$ cat src/rtl/mux4_arbiter_pkg.sv
// Shared types and constants for the 4-way round-robin output-channel arbiter.
// FSM encodings, index/one-hot widths and a one-hot helper.
package mux4_arbiter_pkg;

    localparam int NUM_REQ = 4;
    localparam int IDX_W   = 2;

    typedef enum logic {
        ARB_IDLE  = 1'b0,
        ARB_GRANT = 1'b1
    } arb_state_t;

    function automatic logic [NUM_REQ-1:0] onehot4(input logic [IDX_W-1:0] idx);
        return NUM_REQ'(1) << idx;
    endfunction

endpackage

$ cat src/rtl/mux4_32b.sv
// Four-input word multiplexer driven by a 2-bit select.
module mux4_32b #(
    parameter int WIDTH = 32
) (
    input  logic [WIDTH-1:0] in0,
    input  logic [WIDTH-1:0] in1,
    input  logic [WIDTH-1:0] in2,
    input  logic [WIDTH-1:0] in3,
    input  logic [1:0]       control,
    output logic [WIDTH-1:0] out_data
);

    always_comb begin
        out_data = in0;
        case (control)
            2'd0:    out_data = in0;
            2'd1:    out_data = in1;
            2'd2:    out_data = in2;
            default: out_data = in3;
        endcase
    end

endmodule

$ cat src/rtl/rr_pick4.sv
// Combinational rotating-priority picker: first unmasked request at or after i_ptr (mod 4).
module rr_pick4
    import mux4_arbiter_pkg::*;
(
    input  logic [NUM_REQ-1:0] i_req,
    input  logic [NUM_REQ-1:0] i_mask,
    input  logic [IDX_W-1:0]   i_ptr,
    output logic               o_any,
    output logic [IDX_W-1:0]   o_idx
);

    logic [NUM_REQ-1:0] w_elig;
    logic [IDX_W-1:0]   w_cand;

    assign w_elig = i_req & ~i_mask;
    assign o_any  = |w_elig;

    // Walk offsets from farthest to nearest so the nearest eligible one wins.
    always_comb begin
        o_idx  = i_ptr;
        w_cand = i_ptr;
        for (int k = NUM_REQ - 1; k >= 0; k--) begin
            w_cand = i_ptr + IDX_W'(k);
            if (w_elig[w_cand]) begin
                o_idx = w_cand;
            end
        end
    end

endmodule

$ cat src/rtl/mux4_arbiter.sv
// Round-robin arbiter sharing one output channel between 4 requesters, with bounded bursts
// and a valid/ready handshake downstream.
module mux4_arbiter
    import mux4_arbiter_pkg::*;
#(
    parameter int WIDTH     = 32,
    parameter int MAX_BURST = 4
) (
    input  logic               clock,
    input  logic               reset,
    input  logic [3:0]         req,
    input  logic [WIDTH-1:0]   in0,
    input  logic [WIDTH-1:0]   in1,
    input  logic [WIDTH-1:0]   in2,
    input  logic [WIDTH-1:0]   in3,
    input  logic               out_ready,
    output logic [3:0]         grant,
    output logic [3:0]         ack,
    output logic [1:0]         control,
    output logic               out_valid,
    output logic [WIDTH-1:0]   out_data,
    output arb_state_t         o_dbg_state
);

    localparam int BW = (MAX_BURST > 1) ? $clog2(MAX_BURST) : 1;

    // Handshake: a word moves when out_valid && out_ready on a rising edge;
    // out_valid is the granted requester's req, ack flags that same cycle.
    arb_state_t         r_state;
    logic [IDX_W-1:0]   r_ptr;
    logic [IDX_W-1:0]   r_control;
    logic [NUM_REQ-1:0] r_grant;
    logic [BW-1:0]      r_burst_cnt;

    logic               w_active;
    logic               w_xfer;
    logic               w_others;
    logic               w_room;
    logic               w_keep;
    logic               w_release;
    logic               w_any;
    logic [IDX_W-1:0]   w_idx;
    logic [IDX_W-1:0]   w_pick_ptr;
    logic [NUM_REQ-1:0] w_pick_mask;

    assign w_active  = (r_state == ARB_GRANT);
    assign out_valid = w_active & req[r_control];
    assign w_xfer    = out_valid & out_ready;
    assign ack       = r_grant & {NUM_REQ{w_xfer}};
    assign w_others  = |(req & ~r_grant);
    assign w_room    = (int'(r_burst_cnt) + 1) < MAX_BURST;
    assign w_keep    = w_xfer & (w_room | ~w_others);
    assign w_release = w_active & (~req[r_control] | (w_xfer & ~w_keep));

    assign grant       = r_grant;
    assign control     = r_control;
    assign o_dbg_state = r_state;

    // While granted, re-arbitration starts after the current owner and excludes it.
    assign w_pick_ptr  = w_active ? (r_control + IDX_W'(1)) : r_ptr;
    assign w_pick_mask = w_active ? r_grant : '0;

    rr_pick4 u_pick (
        .i_req  (req),
        .i_mask (w_pick_mask),
        .i_ptr  (w_pick_ptr),
        .o_any  (w_any),
        .o_idx  (w_idx)
    );

    mux4_32b #(.WIDTH(WIDTH)) u_mux (
        .in0      (in0),
        .in1      (in1),
        .in2      (in2),
        .in3      (in3),
        .control  (r_control),
        .out_data (out_data)
    );

    always_ff @(posedge clock) begin
        if (reset) begin
            r_state     <= ARB_IDLE;
            r_ptr       <= '0;
            r_grant     <= '0;
            r_control   <= '0;
            r_burst_cnt <= '0;
        end else if (r_state == ARB_IDLE) begin
            if (w_any) begin
                r_state     <= ARB_GRANT;
                r_grant     <= onehot4(w_idx);
                r_control   <= w_idx;
                r_burst_cnt <= '0;
            end
        end else if (w_keep) begin
            if (int'(r_burst_cnt) < MAX_BURST - 1) begin
                r_burst_cnt <= r_burst_cnt + BW'(1);
            end
        end else if (w_release) begin
            r_ptr       <= r_control + IDX_W'(1);
            r_burst_cnt <= '0;
            if (w_any) begin
                r_grant   <= onehot4(w_idx);
                r_control <= w_idx;
            end else begin
                r_state <= ARB_IDLE;
                r_grant <= '0;
            end
        end
    end

endmodule
$ cat config.mk
export PLATFORM = sky130hd
export DESIGN_NAME = mux4_arbiter
export DESIGN_NICKNAME = d
export VERILOG_FILES = /design/src/rtl/mux4_arbiter_pkg.sv /design/src/rtl/mux4_32b.sv /design/src/rtl/rr_pick4.sv /design/src/rtl/mux4_arbiter.sv
export SDC_FILE = /design/constraint.sdc
export NUM_CORES = 1
export LEC_CHECK = 0
export CORE_ASPECT_RATIO = 0.7
export CORE_MARGIN = 3
export CORE_UTILIZATION = 25
export DETAILED_ROUTE_END_ITERATION = 16
export PLACE_DENSITY = 0.74
export SLEW_MARGIN = 20
export SYNTH_ARGS = -nofsm -noshare
export SYNTH_HDL_FRONTEND = slang
export SYNTH_HIERARCHICAL = 1
export SYNTH_SLANG_ARGS = --single-unit
export TNS_END_PERCENT = 10
$ cat constraint.sdc
create_clock -name clock -period 3 [get_ports clock]
set_clock_uncertainty 0.05 [all_clocks]
set_input_delay 0.6 -clock clock [delete_from_list [all_inputs] [get_ports clock]]
set_output_delay 0.6 -clock clock [all_outputs]
set_load 0.005 [all_outputs]
# Yosys cells after proc, flatten, opt, wreduce, memory -nomap -nowiden

Cells that the tools add are included.
W data, S select, Z words.

Word-level logic and storage cells: 83
Register bits: 11
Bits of input ports: 135

Bitwise gates (word level): 15
Shift-type cells: 1
Multiplexer cells: 35
$add $sub $neg: 6
Order comparisons: 7
Equal/unequal tests: 6
Reduce and logical (&&, ||, !) cells: 8

Operators with widths:

| kind                  | count |
|---|---|
| $pmux W32 S3          | 1 |
| $mux W2               | 14 |
| $mux W4               | 6 |
| $lt A2 B3 Y1 const B  | 5 |
| $and A4 B4 Y4         | 3 |
| $bmux W1 S2           | 5 |
| $mux W1               | 9 |
| $reduce_and A3 Y1     | 3 |
| $not A4 Y4            | 2 |
| $reduce_or A4 Y1      | 2 |
| $add A2 B1 Y2 const B | 3 |
| $and A1 B1 Y1         | 5 |
| $add A2 B2 Y2 const B | 2 |
| $shl A1 B2 Y4 const A | 1 |
| $add A2 B1 Y3 const B | 1 |
| $lt A3 B3 Y1 const B  | 1 |
| $ne A3 B1 Y1 const B  | 1 |
| $ne A3 B2 Y1 const B  | 1 |
| $not A1 Y1            | 3 |
| $eq A2 B1 Y1 const B  | 1 |
| $eq A2 B2 Y1 const B  | 1 |
| $logic_not A2 Y1      | 1 |
| $lt A2 B2 Y1 const B  | 1 |
| $ne A2 B1 Y1 const B  | 1 |
| other kinds (4)       | 5 |

# Logic depth before layout (Yosys ltp)

Depth after elaboration: 14
Gate-level depth with buffers: 9
Gate-level depth less buffers: 8

# Modules after synthesis

Netlist, hierarchy kept.

Modules (own cells, without submodules):

| module       | area each (um2) | sequential area each (um2) | times used | cells an instance |
|---|---|---|---|---|
| mux4_32b     | 814.5           | 0.0                        | 1          | 39 |
| mux4_arbiter | 671.9           | 220.2                      | 1          | 74 |
| rr_pick4     | 136.4           | 0.0                        | 1          | 21 |

# Least setup slack after synthesis

No wires, ideal clock.

Kind: input to output
Start: input req[3]
End: output ack[0]
Required time: 2,350 ps
Cell stages on the path: 3
Arrival: 1,531 ps
Path buffers: 0
Slack: 819 ps
Path through: mux4_2 and3_2 and2_1

Cells in the longest elaborated chain, start to end: 5

Ends and longest elaborated chain:

| item                          | RTL line           | RTL |
|---|---|---|
| start, declared               | mux4_arbiter.sv:11 | `input logic [3:0] req,` |
| $bmux W1 S2                   | mux4_arbiter.sv:47 | `assign out_valid = w_active & req[r_control];` |
| $mux W1 (implied by the code) | mux4_arbiter.sv:47 |  |
| $and A1 B1 Y1                 | mux4_arbiter.sv:47 |  |
| $and A1 B1 Y1                 | mux4_arbiter.sv:48 | `assign w_xfer = out_valid & out_ready;` |
| $and A4 B4 Y4                 | mux4_arbiter.sv:49 | `assign ack = r_grant & {NUM_REQ{w_xfer}};` |
| end, declared                 | mux4_arbiter.sv:18 | `output logic [3:0] ack,` |

Every way passes these cells. The select of a mux whose other input is x is not followed.

# Final worst setup path

Start: input req[3]
End: output out_valid

Cells in the longest elaborated chain, start to end: 3

Ends and longest elaborated chain:

| item                          | RTL line           | RTL |
|---|---|---|
| $bmux W1 S2                   | mux4_arbiter.sv:47 |  |
| $mux W1 (implied by the code) | mux4_arbiter.sv:47 |  |
| $and A1 B1 Y1                 | mux4_arbiter.sv:47 |  |
| end, declared                 | mux4_arbiter.sv:20 | `output logic out_valid,` |

Every way passes these cells. The select of a mux whose other input is x is not followed.

==> metrics.txt <==
# TYPE chip_impl_metric gauge
chip_impl_metric{name="clk_latency",unit="ns"} 0.24
chip_impl_metric{name="remaining_drc_errors",unit=""} 0
chip_impl_info{name="startpoint_type",value="input port"} 1
chip_impl_metric{name="syn-mean-instance-area",unit="um^2"} 12.1
chip_impl_metric{name="gp_congestion",unit=""} 0.801
chip_impl_metric{name="drt-pass1-iter-count",unit=""} 4
chip_impl_info{name="root_buffer",value="sky130_fd_sc_hd__clkbuf_8"} 1
chip_impl_metric{name="chipHeight",unit="um"} 73.4
chip_impl_metric{name="diode_insertion_count_for_antenna_repair",unit=""} 0
chip_impl_info{name="worstHoldPathType",value="reg2reg"} 1
chip_impl_metric{name="post_synth_num_cell_types",unit=""} 41
chip_impl_metric{name="route.antenna.remaining_nets",unit=""} 0
chip_impl_info{name="synth_top_area_cell",value="sky130_fd_sc_hd__mux4_2"} 1
chip_impl_metric{name="synth.cell_area",unit="mm^2"} 0.00162
chip_impl_metric{name="syn2layout_area_growth",unit="%"} 119
chip_impl_metric{name="die_extent_in_x",unit="um"} 102
chip_impl_metric{name="ys_seq_elements",unit=""} 11
chip_impl_metric{name="net_count_final",unit=""} 456
chip_impl_metric{name="floorplan.core_area",unit="mm^2"} 0.00599
chip_impl_info{name="run_status",value="finished clean"} 1
chip_impl_metric{name="tightest_slew",unit="ns"} 0.551
chip_impl_metric{name="finalHoldViolations",unit=""} 0
chip_impl_metric{name="number_of_synthesized_flops_with_an_enable_pin",unit=""} 0
chip_impl_metric{name="synth-async-reset-ratio",unit="%"} 0
chip_impl_metric{name="vias_in_the_first_global_route",unit=""} 2086
chip_impl_metric{name="overflow",unit=""} 0
chip_impl_metric{name="post_route_cells_drive_above_1_share",unit="%"} 19.4
chip_impl_metric{name="dpl_cell_area",unit="mm^2"} 0.00350
chip_impl_metric{name="grtUsageTotal",unit="%"} 19.0
chip_impl_metric{name="max-cap-violations",unit=""} 0
chip_impl_info{name="path_cells",value="clkdlybuf4s50_1, mux4_2, buf_4, nand2_4, inv_1, clkdlybuf4s50_1"} 1
chip_impl_metric{name="detail_route.wl_per_cell",unit="um"} 19.3
chip_impl_metric{name="synth.top_cell.area_share",unit="%"} 43.0
chip_impl_metric{name="p_leak",unit="nW"} 1.38
chip_impl_metric{name="placementRows",unit=""} 23
chip_impl_metric{name="routed_via_density",unit=""} 4.93
chip_impl_metric{name="initial_core_util",unit="%"} 27.1
chip_impl_metric{name="yosysSeqAreaShare",unit="%"} 13.6
chip_impl_info{name="critical-path-top-delay-family",value="buffers and inverters"} 1
chip_impl_info{name="cp_common_cell",value="sky130_fd_sc_hd__clkdlybuf4s50_1"} 1
chip_impl_metric{name="worst_path_buf_inv",unit=""} 4
chip_impl_metric{name="final-max-slew-violation-count",unit=""} 0
chip_impl_metric{name="worst_ep_arrival_time",unit="ns"} 2.22
chip_impl_metric{name="setup_total_negative_slack",unit="ns"} 0
chip_impl_metric{name="power_density",unit="mW/mm^2"} 339
chip_impl_metric{name="finalWorstPathRequiredPeriod",unit="ns"} 2.87
chip_impl_metric{name="dpl.cell_count",unit=""} 390
chip_impl_metric{name="cts_buffer_depth",unit=""} 2
chip_impl_metric{name="detailroute.via_count",unit=""} 1944
chip_impl_metric{name="first_iter_violations",unit=""} 69
chip_impl_info{name="rsz0062_at_grt",value="no"} 1
chip_impl_metric{name="postCtsHoldBufs",unit=""} 0
chip_impl_metric{name="slew_headroom",unit="%"} 63.2
chip_impl_metric{name="num_io_pins",unit=""} 179
chip_impl_info{name="worst_path_slowest_cell",value="sky130_fd_sc_hd__mux4_2"} 1
chip_impl_metric{name="totalWireLength",unit="um"} 7590
chip_impl_info{name="worstSetupEndpointType",value="output port"} 1
chip_impl_metric{name="timing.critical_path.slowest_cell_delay",unit="ns"} 0.50
chip_impl_metric{name="layoutNonFillerInstCount",unit=""} 394
chip_impl_metric{name="worst_ep_required_time",unit="ns"} 2.35
chip_impl_metric{name="setup_violations_final",unit=""} 0
chip_impl_metric{name="dp.final_hpwl",unit="um"} 6570
chip_impl_metric{name="worst_setup_hold_path_clk_slew",unit="ns"} 0.05
chip_impl_metric{name="portBuffers",unit=""} 178
chip_impl_metric{name="synthesis.yosys.warnings",unit=""} 6
chip_impl_metric{name="dieArea",unit="mm^2"} 0.00751
chip_impl_metric{name="fmax_achieved",unit="GHz"} 0.349
chip_impl_metric{name="grt_pass1_wl",unit="um"} 11000
chip_impl_metric{name="grt_max_degree",unit=""} 22
chip_impl_metric{name="number_of_buffers_created_by_cts",unit=""} 3
chip_impl_metric{name="timing.critical_path.fanout_max",unit=""} 3
chip_impl_metric{name="timing.final.crit_share",unit="%"} 95.6
chip_impl_metric{name="htree_num_levels",unit=""} 1
chip_impl_info{name="leading_register_cell_type_out_of_synthesis",value="sky130_fd_sc_hd__dfxtp_1"} 1
chip_impl_info{name="criticalPathCategory",value="in2out"} 1
chip_impl_metric{name="antenna_violations_before_repair",unit=""} 0
chip_impl_info{name="clock_tree_from_tritoncts",value="built"} 1
chip_impl_info{name="post_synth_main_area_contributors",value="sky130_fd_sc_hd__mux4_2 (43%), sky130_fd_sc_hd__dfxtp_1 (14%), sky130_fd_sc_hd__buf_12 (3.7%)"} 1
chip_impl_metric{name="syn-instance-count",unit=""} 134
chip_impl_metric{name="clock_sink_count",unit=""} 11
chip_impl_metric{name="peakVddDrop",unit="V"} 0.000147
chip_impl_metric{name="final_area",unit="mm^2"} 0.00355
chip_impl_metric{name="postSynthNetCount",unit=""} 270
chip_impl_info{name="commonest_cells_after_routing_fill_and_taps_aside",value="sky130_fd_sc_hd__clkdlybuf4s50_1 (173), sky130_fd_sc_hd__mux4_2 (31), sky130_fd_sc_hd__buf_4 (12), sky130_fd_sc_hd__nor2_1 (10), sky130_fd_sc_hd__dfxtp_1 (10)"} 1
chip_impl_info{name="layout_commonest_cell",value="sky130_fd_sc_hd__clkdlybuf4s50_1"} 1
==> worst paths after layout <==
check                         startpoint                          end  slack, ns  depth (start not counted)
max                               req[3]                    out_valid       0.13                          6
min          r_burst_cnt[0]$_SDFFE_PP0P_  r_burst_cnt[0]$_SDFFE_PP0P_       0.44                          2
max reg2reg      control[0]$_SDFFE_PP0P_        grant[0]$_SDFFE_PP0P_       0.62                          8
min reg2reg  r_burst_cnt[0]$_SDFFE_PP0P_  r_burst_cnt[0]$_SDFFE_PP0P_       0.44                          2
==> area by class of cell <==
class	instances	area, um^2
Multi-Input combinational cell	107	1290
Fill cell	535	2430
Clock buffer	4	45.0
Tap cell	75	93.8
Sequential cell	11	221
Inverter	7	26.3
Timing Repair Buffer	190	1880
==> registers in the layout (all words and copies together), names as in the netlist <==
name and cells:
grant 4, r_ptr 2, o_dbg_state 1, r_burst_cnt 2
control 2
==> where the power goes <==
part           leakage (nW)  switching (mW)  total, mW  internal [mW]
sequential           0.0908          0.0254      0.192          0.166
combinational          1.26           0.286      0.865          0.579
clock                0.0228          0.0544      0.148         0.0932
==> Yosys cell counts (3+ instances only) <==
master and number:
sky130_fd_sc_hd__a32o_1 4, sky130_fd_sc_hd__inv_1 7, sky130_fd_sc_hd__nand3_1 3, sky130_fd_sc_hd__buf_12 3
sky130_fd_sc_hd__and2_1 8, sky130_fd_sc_hd__nor2_2 3, sky130_fd_sc_hd__a21oi_1 4, sky130_fd_sc_hd__dfxtp_1 11
sky130_fd_sc_hd__mux4_2 31, sky130_fd_sc_hd__nand2_1 3, sky130_fd_sc_hd__buf_2 3, sky130_fd_sc_hd__o21ai_0 5
sky130_fd_sc_hd__or2b_2 5, sky130_fd_sc_hd__nor2_1 10
==> routing by layer <==
layer / up-vias / track usage (%) / routed length (um)
li1: 920 / - / -
met1: 936 / 23.8 / 3050
met2: 80 / 34.0 / 3970
met3: 8 / 4.08 / 489
met4: 0 / 3.35 / 82
met5: - / 0 / 0
==> worst min-delay path: stages (launching register included) <==
cell and delay, ns:
sky130_fd_sc_hd__dfxtp_1 0.32, sky130_fd_sc_hd__nand3_1 0.07, sky130_fd_sc_hd__a21oi_1 0.05
==> logic make-up after synthesis <==
logic type	count (synthesis)	share of synthesized area, %
AO/OA/AOI/OAI	27	13.8
adder cells (fa/ha/maj)	1	0.771
multiplexers	35	47.5
AND/OR/NAND/NOR	43	16.4
buffers and inverters	16	7.40
flip-flops	11	13.6
XOR/XNOR	1	0.540
==> what timing repair did <==
action,CTS,global route
resized for setup,2,4
buffers inserted,0,0
setup endpoints to repair,4,4
==> stage by stage <==
step / hold WS, ns / setup slack [ns] / util [%] / total power [mW]
after floorplan: 0.411 / 0.819 / - / 0.597
after global placement: 0.430 / -0.0484 / 58.4 / 1.05
after detailed placement: 0.435 / -0.0626 / 58.4 / 1.06
after CTS: 0.442 / 0.0218 / 59.2 / 1.22
after global routing: 0.470 / 0.0444 / 59.4 / 1.28
final: 0.443 / 0.132 / 59.4 / 1.20
No activity file was read; power rests on OpenSTA's default activity.
